$ cat config.mk
export PLATFORM = sky130hd
export DESIGN_NAME = uart_add_sequencer
export DESIGN_NICKNAME = d
export VERILOG_FILES = /design/src/rtl/uart_seq_pkg.sv /design/src/rtl/seq_timeout_counter.sv /design/src/rtl/uart_add_sequencer.sv
export SDC_FILE = /design/constraint.sdc
export NUM_CORES = 1
export LEC_CHECK = 0
export BUFFER_PORTS_ARGS = -buffer_cell sky130_fd_sc_hd__buf_4
export CAP_MARGIN = 10
export CORE_UTILIZATION = 56
export DETAILED_ROUTE_END_ITERATION = 10
export MAX_ROUTING_LAYER = met4
export PLACE_DENSITY = 0.87
export SLEW_MARGIN = 15
export SYNTH_ARGS = -nofsm -noshare
export SYNTH_HDL_FRONTEND = slang
export SYNTH_SLANG_ARGS = --single-unit
export TNS_END_PERCENT = 5
$ cat constraint.sdc
create_clock -name clk_100MHz -period 2.09 [get_ports clk_100MHz]
set_input_delay 0.209 -clock clk_100MHz [delete_from_list [all_inputs] [get_ports clk_100MHz]]
set_output_delay 0.209 -clock clk_100MHz [all_outputs]
set_load 0.01 [all_outputs]
$ cat src/rtl/uart_seq_pkg.sv
// Shared types and constants for the UART add-and-reply sequencer.
// Optional carry reply byte is enabled by SEQ_CARRY_BYTE_EN.
package uart_seq_pkg;

  typedef enum logic [2:0] {
    S_IDLE,
    S_WAIT_B,
    S_SUM,
    S_TX_SUM,
    S_TX_CARRY
  } seq_state_t;

  localparam int SEQ_DATA_WIDTH     = 8;
  localparam int SEQ_TIMEOUT_CYCLES = 100_000_000;
  localparam int SEQ_TO_CNT_W       = 27;

  localparam logic [7:0] CARRY_BYTE_0 = 8'h00;
  localparam logic [7:0] CARRY_BYTE_1 = 8'h01;

endpackage

$ cat src/rtl/seq_timeout_counter.sv
// Clearable idle-cycle counter with a terminal-count flag,
// usable as a generic UART watchdog.
module seq_timeout_counter #(
  parameter int CNT_W    = 27,
  parameter int TERMINAL = 100_000_000
) (
  input  logic i_clk,
  input  logic i_rst_n,
  input  logic i_clear,
  input  logic i_enable,
  output logic o_tc
);

  logic [CNT_W-1:0] r_count;

  always_ff @(posedge i_clk or negedge i_rst_n) begin
    if (!i_rst_n) begin
      r_count <= '0;
    end else if (i_clear) begin
      r_count <= '0;
    end else if (i_enable) begin
      r_count <= r_count + 1'b1;
    end
  end

  assign o_tc = (r_count == CNT_W'(TERMINAL - 1));

endmodule

$ cat src/rtl/uart_add_sequencer.sv
// Pops two RX bytes, adds them, pushes the sum to the TX FIFO.
// Define SEQ_CARRY_BYTE_EN to also push a carry byte per pair.
module uart_add_sequencer
  import uart_seq_pkg::*;
#(
  parameter int DATA_WIDTH     = SEQ_DATA_WIDTH,
  parameter int TIMEOUT_CYCLES = SEQ_TIMEOUT_CYCLES,
  parameter int TO_CNT_W       = SEQ_TO_CNT_W
) (
  input  logic                  clk_100MHz,
  input  logic                  reset,
  input  logic                  rx_empty,
  input  logic [DATA_WIDTH-1:0] read_data,
  output logic                  read_uart,
  input  logic                  tx_full,
  output logic [DATA_WIDTH-1:0] write_data,
  output logic                  write_uart,
  output logic [DATA_WIDTH-1:0] operand_a,
  output logic [DATA_WIDTH-1:0] operand_b,
  output logic [DATA_WIDTH-1:0] result,
  output logic                  carry,
  output logic                  result_valid,
  output logic                  busy,
  output logic                  timeout_err
);

  seq_state_t r_state;
  seq_state_t w_next;

  logic [DATA_WIDTH-1:0] r_op_a;
  logic [DATA_WIDTH-1:0] r_op_b;
  logic [DATA_WIDTH-1:0] r_result;
  logic                  r_carry;
  logic                  r_valid;
  logic                  w_cnt_clr;
  logic                  w_cnt_en;
  logic                  w_tc;

  seq_timeout_counter #(
    .CNT_W    (TO_CNT_W),
    .TERMINAL (TIMEOUT_CYCLES)
  ) u_to (
    .i_clk    (clk_100MHz),
    .i_rst_n  (reset),
    .i_clear  (w_cnt_clr),
    .i_enable (w_cnt_en),
    .o_tc     (w_tc)
  );

  always_ff @(posedge clk_100MHz or negedge reset) begin
    if (!reset) begin
      r_state <= S_IDLE;
    end else begin
      r_state <= w_next;
    end
  end

  always_comb begin
    w_next      = r_state;
    read_uart   = 1'b0;
    write_uart  = 1'b0;
    timeout_err = 1'b0;
    w_cnt_clr   = 1'b0;
    w_cnt_en    = 1'b0;
    write_data  = r_result;
    unique case (r_state)
      S_IDLE: begin
        if (!rx_empty) begin
          read_uart = 1'b1;
          w_cnt_clr = 1'b1;
          w_next    = S_WAIT_B;
        end
      end
      // A byte in the expiry cycle takes priority over the timeout
      S_WAIT_B: begin
        if (!rx_empty) begin
          read_uart = 1'b1;
          w_next    = S_SUM;
        end else if (w_tc) begin
          timeout_err = 1'b1;
          w_next      = S_IDLE;
        end else begin
          w_cnt_en = 1'b1;
        end
      end
      S_SUM: begin
        w_next = S_TX_SUM;
      end
      S_TX_SUM: begin
        if (!tx_full) begin
          write_uart = 1'b1;
`ifdef SEQ_CARRY_BYTE_EN
          w_next     = S_TX_CARRY;
`else
          w_next     = S_IDLE;
`endif
        end
      end
`ifdef SEQ_CARRY_BYTE_EN
      S_TX_CARRY: begin
        write_data = r_carry ? DATA_WIDTH'(CARRY_BYTE_1)
                             : DATA_WIDTH'(CARRY_BYTE_0);
        if (!tx_full) begin
          write_uart = 1'b1;
          w_next     = S_IDLE;
        end
      end
`endif
      default: begin
        w_next = S_IDLE;
      end
    endcase
  end

  always_ff @(posedge clk_100MHz or negedge reset) begin
    if (!reset) begin
      r_op_a   <= '0;
      r_op_b   <= '0;
      r_result <= '0;
      r_carry  <= 1'b0;
      r_valid  <= 1'b0;
    end else begin
      if (read_uart && (r_state == S_IDLE)) begin
        r_op_a <= read_data;
      end
      if (read_uart && (r_state == S_WAIT_B)) begin
        r_op_b <= read_data;
      end
      if (r_state == S_SUM) begin
        {r_carry, r_result} <= {1'b0, r_op_a} + {1'b0, r_op_b};
      end
      r_valid <= (r_state == S_SUM);
    end
  end

  assign operand_a    = r_op_a;
  assign operand_b    = r_op_b;
  assign result       = r_result;
  assign carry        = r_carry;
  assign result_valid = r_valid;
  assign busy         = (r_state != S_IDLE);

endmodule
---- After elaboration in Yosys (flattened, before gate mapping) ----
Index checks and enable logic that the tools add are counted.
operators by class
  equality and inequality tests ........... 7
  mux-type cells .......................... 18
  reduce and logical (&&, ||, !) cells .... 7
  shift-type cells ........................ 0
  div/mod/pow operators ................... 0
  add/subtract/negate cells ............... 2
  magnitude comparators ................... 0
  multipliers ............................. 0
  bitwise gates (word level) .............. 0
operators with widths
  kind                     number
  $mux W27                 2
  $add A27 B1 Y27 const B  1
  $eq A27 B27 Y1 const B   1
  $mux W3                  4
  $pmux W3 S4              1
  $mux W1                  11
  $add A8 B8 Y9            1
  $eq A3 B2 Y1 const B     2
  $ne A2 B2 Y1 const B     2
  $eq A3 B1 Y1 const B     1
  $logic_not A3 Y1         1
  $ne A3 B2 Y1 const B     1
  $reduce_and A3 Y1        1
  $reduce_bool A3 Y1       1
  $logic_and A1 B1 Y1      2
  $reduce_bool A2 Y1       1
  $reduce_or A2 Y1         1
storage, ports and cells
  ROM bits ................................ 0
  bits of input ports ..................... 12
  register bits after elaboration ......... 56
  output and inout bits ................... 38
  latch bits .............................. 0
  bits in writable memories ............... 0
  memories kept ........................... 0
  logic and storage cells ................. 41

---- Logic depth before layout (Yosys ltp) ----
  word-level depth ........................ 6
  gate-level depth with buffers ........... 8
  mapped depth without buffers ............ 8

---- Modules after synthesis ----
Synthesis repeated with hierarchy kept, for this count alone.
unflattened totals
  cells, all modules ...................... 279
  area, all modules ....................... 2936.6 um^2
by module, submodules not included
  module               cells an instance  area an instance (um^2)  instances  sequential area each (um^2)
  seq_timeout_counter  151                1471.4                   1          675.6
  uart_add_sequencer   128                1465.2                   1          700.7

---- Least setup slack after synthesis ----
OpenSTA, ideal clock, no wires.
  kind .................................... reg-to-reg
  start ................................... register r_state[1]
  end ..................................... register u_to.r_count[21]
  slack ................................... 253 ps
  cell stages (with the launch flop) ...... 7
  data arrival time ....................... 1759 ps
  clock period less this slack ............ 1837 ps
  library setup time ...................... 78 ps
  path through ............................ dfrtp_1 > nand3b_1 > nand2b_1 > or4_1 > buf_2 > or3_1 > a21oi_1
on the way
  longest elaborated chain between the ends .. 3
RTL lines
  what                                                             line                       source
  start: declaration                                               uart_add_sequencer.sv:27   seq_state_t r_state;
  start signal: assignment                                         uart_add_sequencer.sv:54   r_state <= w_next;
  $eq A3 B1 Y1 or $logic_not A3 Y1 (tied branches)                 uart_add_sequencer.sv:66   unique case (r_state)
  $mux W1                                                          uart_add_sequencer.sv:66
  $reduce_bool A2 Y1 (no source line) or $mux W27 (tied branches)  --
  end signal: assignment                                           seq_timeout_counter.sv:22  r_count <= r_count + 1'b1;
  end: declaration                                                 seq_timeout_counter.sv:14  logic [CNT_W-1:0] r_count;
Several ways; a longest one is shown, not always the timed one.
A chain may end at the register's enable or synchronous reset.

---- Worst setup path after layout ----
  start ................................... register u_to.r_count[0]
  end ..................................... output timeout_err
on the way
  longest elaborated chain between the ends .. 4
RTL lines
  what              line                       source
  $eq A27 B27 Y1    seq_timeout_counter.sv:26  assign o_tc = (r_count == CNT_W'(TERMINAL - 1));
  $mux W1           uart_add_sequencer.sv:79   end else if (w_tc) begin
  $mux W1           uart_add_sequencer.sv:76   if (!rx_empty) begin
  $mux W1           uart_add_sequencer.sv:66
  end: declaration  uart_add_sequencer.sv:24   output logic timeout_err
No other way between the ends.

==> flow_results.org <==
** Detailed routing
- Dividing the detail-routed via count by the number of cells gives 6.04.
- Post-detailed-route count of antenna-violating nets :: 0
- DR iter-0 viols :: about 270
- After detailed routing, the total wire length is between 7 and 8 mm.
- In the routed design, unresolved DRC markers number 0.
- Across all layers, the routed design uses ~2600 vias.
- Dividing the detail-routed wire length by the instance count gives 16.5 um.
- First-pass DRT Iterations :: 5

** Setup path
- STA puts the critical path data required time at 1880 ps.
- The startpoint identified for the worst register-to-register timing path is operand_a[0].
- Type of element launching the critical path :: flop
- The endpoint identified for the worst register-to-register timing path is result[6].
- Worst endpoint data arrival time :: between 1500 and 2000 ps
- Critical Path End :: timeout_err
- The setup check on the worst reg-to-reg path leaves a slack of 110 ps.
- Start point of the critical path :: u_to.r_count[0]
- Traced cell by cell, the critical path runs through ha_2, nand2_2, nor4_4, nand4_1, nor2_1, buf_4.
- Reg2reg path depth :: 8
- On the critical path, the stage with the largest delay is an instance of sky130_fd_sc_hd__dfrtp_1.
- Category of the worst setup path capture point :: output pin
- Delay of the slowest cell on the worst path :: ~400 ps
- Along the worst path, the maximum fanout reaches 8.
- Category of the critical setup timing path :: flop to output pin

** Global routing
- First-pass GRT wire length :: between 10 and 15 mm
- In the global route stage, overall resource usage came out at 29.3%.
- Entering global routing, the biggest net connects 56 pins.
- Vias in the first global route :: 2493
- Initial antenna violation count :: 0
- After global routing the overflow that remains totals 0.

** Pwr
- For this design the static power due to leakage is around 1.6 nW.
- Power spread over the standard cell area amounts to ~1200 mW/mm2.
- The internal portion of the total power is between 2 and 3 mW.
- Fraction of power spent switching nets :: between 40% and 50%
- Share of power burned in registers :: between 30% and 40%
- Power spent charging and discharging nets :: around 1.8 mW
- Peak VDD IR :: around 1 mV
- Overall power consumption :: 4.39 mW
- The share of total power dissipated in combinational logic is between 40 and 50%.
- In this run, the clock network consumes approximately 14% of the power.

** Worst hold path
- The path class of the tightest hold or removal check is primary input to flop.

** Timing
- FMAX :: approximately 500 MHz
- Across the routed clock network, the largest skew measured is about 10 ps.
- Worst setup margin :: ~110 ps
- Setup repair after global routing could not meet its margin everywhere.
- Measured against its own limit, the worst slew margin works out to a little over half.
- The worst path uses ~95% of the clock period.
- Post-layout minimum cycle time :: a little under 2000 ps
- Transition time at the pin with the least slew margin :: 693 ps
- Worst hold slack :: a little over 90 ps
- The number of max-slew violations in the final report came to 0.
- Number of setup violations in the final report :: 0
- The number of failing hold endpoints at the final stage was 0.

** CTS
- Buffer type at the clock tree root :: sky130_fd_sc_hd__clkbuf_8
- TritonCTS built the clock tree.
- Clock latency of the later-clocked register in the worst-skew pair :: about 320 ps
- After clock tree synthesis, the clock-pin slew on the worst setup and hold paths is around 100 ps.
- The clock tree synthesis step divided the H-tree into 2 levels.
- No sink is reached through more buffers than the 2 on the longest clock path.
- For this design, the sink count on the clock tree is 55.
- Post-CTS setup repair buffer count :: 0
- TritonCTS Buffers :: 5

** Layout
- Cells with a size suffix above 1 make up approximately a quarter of the layout.
- Final standard cell area without fillers :: 0.00352 mm2
- For this run, the post-layout net count is around 380.
- Leaving out fill and tap cells, the most frequent cell in the layout is sky130_fd_sc_hd__buf_4.
- The top cell types in the final layout, fill and taps aside, are 61 x sky130_fd_sc_hd__buf_4, 54 x sky130_fd_sc_hd__dfrtp_1, 50 x sky130_fd_sc_hd__nand2_1, 22 x sky130_fd_sc_hd__nor2_1, 19 x sky130_fd_sc_hd__o21ai_0.
- Area delta synth->final :: 19.9%
- Ant. Diodes :: 0
- At the end of the flow the core is filled with cells to between 70 and 80%.

** Logic synthesis
- For this run, asynchronously set or reset flops after synthesis account for between 90% and 100%.
- Yosys printed 0 warnings.
- Mean post-synth cell area :: 9.47 um2
- Netlist area before placement :: a little under 0.003 mm2
- Number of standard cells after synthesis :: just over 300
- The number of nets handed over by synthesis was 332.
- By area the synthesized netlist is led by sky130_fd_sc_hd__dfrtp_1 47%, sky130_fd_sc_hd__nand2_1 6.5%, sky130_fd_sc_hd__ha_1 3.8%, sky130_fd_sc_hd__o21ai_0 3.2%, sky130_fd_sc_hd__mux2_2 3.1%.
- In the synthesized netlist the dominant register cell turns out to be sky130_fd_sc_hd__dfrtp_1.
- Summed over all instances, the cell type with the most area after synthesis is sky130_fd_sc_hd__dfrtp_1.
- In this run, synthesis inferred 0 flip-flops with an integrated enable.
- Sequential elements use between 40% and 50% of the synthesized area.
- Count of state elements after synthesis :: 55
- Synth cell types :: 44
- Of the post-synthesis cell area, the dominant cell type holds 46.9%.

** Place
- The wire-length estimate of the detail-placed layout is between 5 and 6 mm.
- Routability-driven placement finished with a final weighted congestion of 0.966.
- Once placement finished, the instance area stood at approximately 0.0034 mm2.
- IO buf count :: 49
- OpenSTA, run right after detailed placement, puts the worst setup slack at approximately 130 ps.

** Floorplan
- Number of I/O pins :: 50
- Std cell rows :: 25
- The die is between 70 and 80 um tall.
- The floorplan step defined a die boundary enclosing ~0.0055 mm2.
- For this configuration, the core starts out at a cell density of between 60% and 70%.
- Floorplan Core Area :: around 0.0049 mm2
- From left edge to right edge, the die measures ~74 um.

** Outcome
- The run finished with clean final reports.

** Job
- # Max-Cap Violations :: 0
-- synthesized netlist by cell type, drive strengths merged, types with 9 or more instances --
cell	n
nor4	12
nand4	9
dfrtp	55
inv	12
nand2	51
ha	9
o21ai	19
clkbuf	9
a21oi	10
nor2	22
buf	9
-- through the flow --
step                      setup TNS [ps]  std cells
after floorplan                        0        310
after global placement                 0        420
final                                  0        429
after detailed placement               0        420
after global routing               -20.4        429
after CTS                              0        429
-- per-layer routing --
metal  track usage, %  part of all wire, %  wire length [um]  vias up
li1                 -                    -                 -     1195
met1             39.8                   43              3000     1284
met2             43.6                   50              3510       95
met3             5.28                  5.6               393       19
met4             11.5                  2.1               146        0
met5                -                    0                 0        -
-- worst min-delay path by stage --
stage,start,cells past startpoint,end,slack (ps)
after floorplan,reset,0,carry,-90
after global placement,reset,1,operand_b[2],290
after detailed placement,reset,1,operand_b[0],300
after CTS,read_data[6],3,operand_a[6],80
after global routing,read_data[4],3,operand_a[4],80
final,read_data[6],3,operand_a[6],90
-- critical path: cells and delay by family (launching register included) --
kind	cells	cell delay (ps)
adders and majority gates	1	240
buffers and inverters	1	140
DFF	1	400
and+or+nand+nor	4	680
-- kinds of logic (layout without fill, tap and decap cells) --
logic type	Yosys count	in the layout	synth area share, %
compound gates	49	49	10.2
xor+xnor	13	13	3.88
fa+ha+maj	10	10	4.52
buf+inv	30	82	4.90
flops	55	55	46.9
mux	15	15	5.45
simple gates	138	138	24.2
-- cell type report --
| class | count | area [um2] |
|---|---|---|
| Inverter | 12 | 45.0 |
| Sequential cell | 55 | 1380 |
| Clock buffer | 5 | 68.8 |
| Multi-Input combinational cell | 225 | 1460 |
| Timing Repair Buffer | 62 | 468 |
| Tap cell | 67 | 83.8 |
| Fill cell | 381 | 1360 |
| Clock inverter | 3 | 22.5 |
-- flip-flops by register name, summed over array words and instances, names as in the netlist --
register / count
u_to.r_count: 27
r_state: 2
operand_a: 8
result_valid: 1
result: 8
operand_b: 8
carry: 1
-- repair_timing --
action	in CTS	in global routing
endpoints found under the setup margin	1	6
hold buffers	1	0
endpoints found under the hold margin	55	0
gates resized for setup	2	7
-- power groups by stage --
stage                     Clock, mW  Combinational, mW  Sequential, mW
after global routing          0.657               2.36            1.67
final                         0.606               2.14            1.64
after global placement            0               2.01            1.62
after floorplan                   0               1.19            1.71
after CTS                     0.618               2.12            1.63
after detailed placement          0               2.10            1.65
Note: power is estimated with default switching activity, not from simulation.
